**src/rtl/lf_spi_cfg.sv**
```systemverilog
// lf_spi_cfg: oversampled SPI command receiver for the LF image.
// Everything runs on pck0. spck/mosi/ncs are synchronised, 16-bit frames
// are shifted in MSB first, and a frame is validated and decoded on the
// cycle that ncs is seen to rise.
//
// Ports:
//   pck0        system clock, rising edge
//   rst         synchronous reset, active-high
//   spck, mosi, ncs   raw SPI pins (asynchronous to pck0)
//   conf_word   major mode [7:5] / mode flags [4:0]
//   divisor     clock divider setting
//   user_byte1  edge-detect threshold / user byte
//   cmd_strobe  one-cycle pulse per accepted frame
//   cmd_code    opcode of the last accepted frame
//   frame_err   one-cycle pulse per rejected frame
module lf_spi_cfg #(
  parameter int         SYNC_STAGES = 2,
  parameter int         FRAME_BITS  = 16,
  parameter logic [7:0] DIVISOR_RST = 8'd95,
  parameter logic [7:0] THRESH_RST  = 8'd127
) (
  input  logic       pck0,
  input  logic       rst,
  input  logic       spck,
  input  logic       mosi,
  input  logic       ncs,
  output logic [7:0] conf_word,
  output logic [7:0] divisor,
  output logic [7:0] user_byte1,
  output logic       cmd_strobe,
  output logic [3:0] cmd_code,
  output logic       frame_err
);

  localparam int CW = $clog2(FRAME_BITS + 2);
  localparam logic [CW-1:0] CNT_FULL = CW'(FRAME_BITS);
  localparam logic [CW-1:0] CNT_SAT  = CW'(FRAME_BITS + 1);

  typedef enum logic {IDLE, SHIFT} state_t;

  logic [SYNC_STAGES-1:0] ncs_sync, spck_sync, mosi_sync;
  logic                   ncs_d, spck_d;
  // Tracks how many edges since reset; ncs_d only reflects the real pin
  // once the top bit is set, so a low pin held across reset is not
  // mistaken for a falling edge.
  logic [SYNC_STAGES:0]   vld_pipe;

  logic ncs_s, spck_s, mosi_s;
  logic ncs_fall, ncs_rise, spck_rise;

  state_t        state, state_nxt;
  logic [15:0]   shift;
  logic [CW-1:0] cnt;
  logic          close, accept, reject, shift_en, cnt_clr;

  // Synchronisers and edge-detect registers
  always_ff @(posedge pck0) begin
    if (rst) begin
      ncs_sync  <= '1;
      spck_sync <= '0;
      mosi_sync <= '1;
      ncs_d     <= 1'b1;
      spck_d    <= 1'b0;
      vld_pipe  <= '0;
    end else begin
      ncs_sync  <= {ncs_sync[SYNC_STAGES-2:0], ncs};
      spck_sync <= {spck_sync[SYNC_STAGES-2:0], spck};
      mosi_sync <= {mosi_sync[SYNC_STAGES-2:0], mosi};
      ncs_d     <= ncs_s;
      spck_d    <= spck_s;
      vld_pipe  <= {vld_pipe[SYNC_STAGES-1:0], 1'b1};
    end
  end

  assign ncs_s     = ncs_sync[SYNC_STAGES-1];
  assign spck_s    = spck_sync[SYNC_STAGES-1];
  assign mosi_s    = mosi_sync[SYNC_STAGES-1];
  assign ncs_fall  = vld_pipe[SYNC_STAGES] & ncs_d & ~ncs_s;
  assign ncs_rise  = ~ncs_d & ncs_s;
  assign spck_rise = spck_s & ~spck_d;

  // State register
  always_ff @(posedge pck0) begin
    if (rst) state <= IDLE;
    else     state <= state_nxt;
  end

  // Next state
  always_comb begin
    state_nxt = state;
    case (state)
      IDLE:    if (ncs_fall) state_nxt = SHIFT;
      SHIFT:   if (ncs_rise) state_nxt = IDLE;
      default: state_nxt = IDLE;
    endcase
  end

  // Control outputs. Close wins over a coincident spck edge.
  always_comb begin
    close    = (state == SHIFT) && ncs_rise;
    accept   = close && (cnt == CNT_FULL);
    reject   = close && (cnt != CNT_FULL);
    shift_en = (state == SHIFT) && spck_rise && !ncs_rise;
    cnt_clr  = (state == IDLE) && ncs_fall;
  end

  // Datapath and command decode
  always_ff @(posedge pck0) begin
    if (rst) begin
      shift      <= '0;
      cnt        <= '0;
      conf_word  <= 8'h00;
      divisor    <= DIVISOR_RST;
      user_byte1 <= THRESH_RST;
      cmd_code   <= 4'h0;
      cmd_strobe <= 1'b0;
      frame_err  <= 1'b0;
    end else begin
      cmd_strobe <= accept;
      frame_err  <= reject;
      if (cnt_clr) cnt <= '0;
      if (shift_en) begin
        shift <= {shift[14:0], mosi_s};
        if (cnt != CNT_SAT) cnt <= cnt + 1'b1;
      end
      if (accept) begin
        cmd_code <= shift[15:12];
        case (shift[15:12])
          4'h1: begin
            conf_word <= shift[7:0];
            // Selecting edge-detect mode restores the default threshold
            if (shift[7:0] == 8'h01) user_byte1 <= THRESH_RST;
          end
          4'h2:    divisor    <= shift[7:0];
          4'h3:    user_byte1 <= shift[7:0];
          default: ;
        endcase
      end
    end
  end

endmodule

```
**config.mk**
```make
export PLATFORM = sky130hd
export DESIGN_NAME = lf_spi_cfg
export DESIGN_NICKNAME = d
export VERILOG_FILES = /design/src/rtl/lf_spi_cfg.sv
export SDC_FILE = /design/constraint.sdc
export NUM_CORES = 1
export LEC_CHECK = 0
export ABC_AREA = 1
export BUFFER_PORTS_ARGS = -buffer_cell sky130_fd_sc_hd__buf_2
export CORE_MARGIN = 1
export CORE_UTILIZATION = 30
export CTS_BUF_LIST = sky130_fd_sc_hd__clkbuf_16
export CTS_CLUSTER_SIZE = 25
export DETAILED_ROUTE_END_ITERATION = 10
export SYNTH_ARGS = -nofsm -noshare
export SYNTH_HDL_FRONTEND = slang
export SYNTH_SLANG_ARGS = --single-unit
```
**constraint.sdc**
```tcl
create_clock -name pck0 -period 1.4 [get_ports pck0]
set_input_delay 0.21 -clock pck0 [delete_from_list [all_inputs] [get_ports pck0]]
set_output_delay 0.21 -clock pck0 [all_outputs]
set_load 0.02 [all_outputs]
```
Word-level counts from Yosys, hierarchy flattened

Cells that the tools add are included.

Register bits: 63
Output and inout port bits: 30
Word-level logic and storage cells: 53

Add/subtract/negate cells: 1
Equality and inequality tests: 8
Multiplexer cells: 9
Bitwise logic cells: 8
Reduce and logical (&&, ||, !) cells: 11

Operators by type and width:

| operator            | number |
|---|---|
| $pmux 8 s2          | 1 |
| $mux 5              | 3 |
| $ne 5x5->1 const B  | 2 |
| $eq 4x2->1 const B  | 2 |
| $eq 8x1->1 const B  | 1 |
| $mux 8              | 1 |
| $logic_and 1x1->1   | 6 |
| $add 5x1->5 const B | 1 |
| $eq 5x5->1 const B  | 1 |
| $and 1x1->1         | 4 |
| $eq 4x1->1 const B  | 1 |
| $not 1->1           | 4 |
| $reduce_and 2->1    | 2 |
| $mux 1              | 3 |
| $reduce_and 3->1    | 1 |
| $ne 2x2->1 const B  | 1 |
| $pmux 1 s2          | 1 |
| $reduce_bool 2->1   | 1 |
| $logic_not 1->1     | 1 |

Longest topological paths before layout

Depth after elaboration: 6
Gate-level depth with buffers: 9
Depth with buffers taken out: 9

Worst setup path before layout

OpenSTA, ideal clock, no wires.

Path kind: register to register
Start point: reg cnt[0]
End point: reg user_byte1[0]
Setup time: 125 ps
Arrival: 1,200 ps
Required time: 1,275 ps
Path slack: 75 ps
Cell stages (with the launch flop): 10
Path buffers: 0
Clock period less this slack: 1,325 ps
Cell sequence: dfxtp_1 > inv_1 > ha_1 > nand3_2 > nor2_4 > nand2_1 > nor2_2 > nand2_1 > nand2_1 > nand2_1

Word-level cells in the longest chain between the ends: 3

Ends and longest elaborated chain:

| element                    | RTL line | RTL |
|---|---|---|
| start, declared            | 53       | `logic [CW-1:0] cnt;` |
| start signal, assigned     | 124      | `if (cnt != CNT_SAT) cnt <= cnt + 1'b1;` |
| $eq 5x5->1                 | 101      | `accept = close && (cnt == CNT_FULL);` |
| $logic_and 1x1->1          | 101      |  |
| $reduce_and 3->1 (no line) | --       |  |
| end signal, assigned       | 135      | `4'h3: user_byte1 <= shift[7:0];` |
| end, declared              | 29       | `output logic [7:0] user_byte1,` |

Every way passes these cells.
A chain may end at the register's enable or synchronous reset.

Worst setup path in the final report

Start point: reg cnt[1]
End point: reg user_byte1[5]

Same word-level chain as after synthesis.

==> run summary <==
The flow ran to the end, but the final reports show violations. The checks that failed: setup timing. The clock insertion delay at the later pin of the skew report is 0.33 ns, and the relative max-transition margin is 0.809. For this run, the slowest stage of the critical path takes 0.32 ns. The worst setup path is captured at a register. The count of buffering cells on the critical path with inverters included works out to 1. Yosys printed 0 warnings. Along the worst path, the maximum fanout reaches 7. The share of the clock period used by the worst path was 1.02; the via density per instance was 4.46. Path length in cells of the critical path: 9. Summing all multi-input logic gate instances after layout gives 1030 µm². Cell repeated most along the worst path: sky130_fd_sc_hd__nand2_1.

The run gives 0.0471 as the met3 capacity usage during global routing. In this run the remaining antenna-violating nets after routing total 0. Summing all flip-flop and latch instances after layout gives 1260 µm². The die covers 8200 µm². On the critical path the largest part of the delay comes from simple AND/OR/NAND/NOR gates. The run gives 0 as the remaining routing DRC violations. The share of async-settable or async-resettable flops after synthesis was 0.

The met1 capacity usage during global routing was 0.167; the global-route congestion overflow total was 0. The run gives -0.02 ns as the reg2reg setup slack. The largest net degree at the start of global routing came out at 36. Setup violations remaining at the end of the flow were counted as 7.

Global placement routability congestion: 0.747. The run gives 0.536 as the post-synthesis sequential area ratio. In this run the vertical extent of the chip is 90.6 µm.

Detailed placement finished with a half-perimeter wire length of 3460 µm. Worst hold path depth: 2. The layout overhead on the synthesized area is 37.4%.

Across the VDD grid, the largest voltage drop is 0.870 mV. Clock-pin slew was measured on the worst setup and hold paths at 0.05 ns. The synthesized area per cell works out to 7.97 µm².

Dividing total power by cell area gives a power density of 1240 nW/µm². TritonCTS built the clock tree. The tools report the antenna diode count as 0. The utilization of the core after routing was 0.436.

The total area inside the core boundary comes to 7410 µm². The first TritonRoute pass finished after 4 iterations. The logs give 747 for the fill cell instance count of the final layout and 9 for the clock buffer count from CTS. In this run the worst hold path is classified as primary input to register. The clock root buffer was sky130_fd_sc_hd__clkbuf_16. Among all stages on the critical path, the largest delay is contributed by sky130_fd_sc_hd__dfxtp_2. The logs give 2350 µm² for the mapped cell area and 439 for the post-placement cell count. The number of nets in the layout came out at 363. The worst-margin pin slew was 0.286 ns; the number of nets produced by synthesis was 303. The run gives 0 as the initial antenna violation count. The path with the worst hold slack has its endpoint at ncs_sync[0].

The critical path in this run is classified as register to register. The run gives 0.318 as the initial cell density of the core. The run gives 0 as the number of max-slew violations in the final report.

The tools report the worst flop-to-flop path startpoint as cnt[1]. The first global-routing pass estimated 8710 µm of wire. Across the routed clock network, the largest skew measured is 0.00418 ns. Fraction of layout cells with a size suffix above 1: 0.319. The H-tree was split into 3 levels. Setup repair after global routing could not meet its margin everywhere.

The tool flagged a number of max-cap violations equal to 0. The clock drives 63 sinks. The worst hold path startpoint was ncs. At the worst endpoint, the required time is 1.62 ns. The global routing stage identified its most utilized layer as met2.

After detailed routing, the average wire length per cell comes to 11.8 µm. Among all flip-flop cells after synthesis, the most frequent one is sky130_fd_sc_hd__dfxtp_1. Counting flops with a built-in enable in the synthesized netlist gives 0. The starting DRC count in detailed routing was 111. The worst endpoint data arrival time was 1.64 ns.

Measured along the x axis, the die boundary spans 90.6 µm. The count of pins on the block boundary was 35; the flip-flop and latch count after synthesis was 63. After layout, the minimum clock period comes to 1.42 ns. The clock passes through at most 2 buffers. The count of port buffers added during placement is 34, and the total detailed-routing wirelength is 5420 µm. The signal on the critical path passes through inv_2, ha_4, nand3_4, nor2_4, nand2_2, nor2_4, nand2_1, nand2_1, nand2_1. The floorplan has 31 rows. The logs give 1841 for the number of global-route vias before repair and 0 for the number of hold-repair buffers added at the cts stage. The startpoint type of the worst setup path was a register. The post-route setup TNS was -0.0840 ns; the total global-route track usage was 0.138. Hold violation count in the final report: 0.

The highest clock frequency the design can meet is 704 MHz. Number of non-filler instances in the completed layout: 459. The distinct cell type count after synthesis is 23, and the overall power after layout is 4000 µW.

Synthesized instance count: 295. The global-route track usage on met2 is 0.213, and the final worst slack is -0.0214 ns. The capture point of the worst reg-to-reg path was user_byte1[5].

The static leakage is 0.00143 µW, and the number of cells on the worst reg-to-reg path is 9. Summing over every cut layer, the via total after detailed routing is 2048.
## per-layer routing
layer,part of all wire,vias to the layer above
met5,0,-
met2,0.47,43
met4,0.021,0
met1,0.46,926
li1,-,1070
met3,0.042,9
## through the flow
| step | instance area [µm²] | worst slack [ns] | hold WS, ns |
|---|---|---|---|
| final | 3230 | -0.0214 | 0.0648 |
| after CTS | 3070 | -0.00415 | 0.0506 |
| after global placement | 2780 | 0.000605 | 0.390 |
| after detailed placement | 2780 | -0.0430 | 0.393 |
| after floorplan | 2350 | 0.0753 | 0.314 |
| after global routing | 3230 | -0.118 | 0.0667 |
## cell type report
class	count	share of cell area
Multi-Input combinational cell	188	0.320
Tap cell	99	0.0383
Sequential cell	63	0.391
Inverter	32	0.0379
Clock buffer	9	0.0697
Timing Repair Buffer	61	0.126
Clock inverter	7	0.0170
## flip-flops by register name, indices dropped and copies added, names as in the netlist, 2 cells and up
signal,cells
cmd_code,4
divisor,8
spck_sync,2
user_byte1,8
vld_pipe,3
shift,16
mosi_sync,2
ncs_sync,2
conf_word,8
cnt,5
## cell usage in the layout (no fill, tap or decap), types with 2 or more instances in the layout
cell type / count
sky130_fd_sc_hd__dfxtp_1: 61
sky130_fd_sc_hd__or2_2: 5
sky130_fd_sc_hd__inv_1: 28
sky130_fd_sc_hd__o211ai_1: 6
sky130_fd_sc_hd__a21oi_1: 27
sky130_fd_sc_hd__nor2_4: 3
sky130_fd_sc_hd__o21ai_0: 19
sky130_fd_sc_hd__clkbuf_16: 9
sky130_fd_sc_hd__nand3_1: 15
sky130_fd_sc_hd__nand2_2: 6
sky130_fd_sc_hd__buf_4: 20
sky130_fd_sc_hd__ha_1: 2
sky130_fd_sc_hd__xnor2_1: 2
sky130_fd_sc_hd__dfxtp_2: 2
sky130_fd_sc_hd__nand2_1: 61
sky130_fd_sc_hd__clkinv_2: 2
sky130_fd_sc_hd__clkinv_1: 3
sky130_fd_sc_hd__a21oi_2: 6
sky130_fd_sc_hd__nor2_2: 2
sky130_fd_sc_hd__inv_2: 4
sky130_fd_sc_hd__nor2_1: 18
sky130_fd_sc_hd__nand3_2: 9
sky130_fd_sc_hd__buf_6: 6
sky130_fd_sc_hd__buf_2: 34
## Yosys cell counts, drive strengths merged, types with 3 or more instances
library cell | number | area [µm²]
inv | 32 | 120
nor2 | 23 | 106
ha | 3 | 37.5
o21ai | 19 | 95.1
buf | 4 | 22.5
o211ai | 6 | 45.0
clkbuf | 8 | 30.0
nand3 | 25 | 130
dfxtp | 63 | 1260
nand2 | 68 | 258
or2 | 5 | 31.3
a21oi | 33 | 165
## cells by family (layout without fill, tap and decap cells)
group           Yosys count  after routing  share of synthesized area
fa+ha+maj                 3              3                     0.0160
xor+xnor                  3              3                     0.0112
compound gates           58             58                      0.130
buf+inv                  44            109                     0.0734
simple gates            124            124                      0.234
flops                    63             63                      0.536
## timing repair
action | in CTS | in global routing
resized for setup | 3 | 38
cloned | 0 | 2
buffers inserted | 0 | 2
endpoints found under the setup margin | 9 | 33
pin swaps | 0 | 20
## report_power, final
| group | switching [µW] | internal, µW | total [µW] |
|---|---|---|---|
| sequential | 5.52 | 1810 | 1820 |
| combinational | 45.8 | 27.4 | 73.3 |
| clock | 763 | 1340 | 2110 |
| total | 814 | 3180 | 4000 |
## worst max-delay path by stage
stage | startpoint | slack [ns] | end
2_1_floorplan | cnt[0] | 0.08 | user_byte1[0]
3_3_place_gp | cnt[1] | 0.0006 | user_byte1[2]
3_5_place_dp | cnt[1] | -0.04 | user_byte1[0]
4_1_cts | cnt[1] | -0.004 | user_byte1[0]
5_1_grt | cnt[1] | -0.12 | user_byte1[0]
6_report | cnt[1] | -0.02 | user_byte1[5]
No activity file was read; power rests on OpenSTA's default activity.
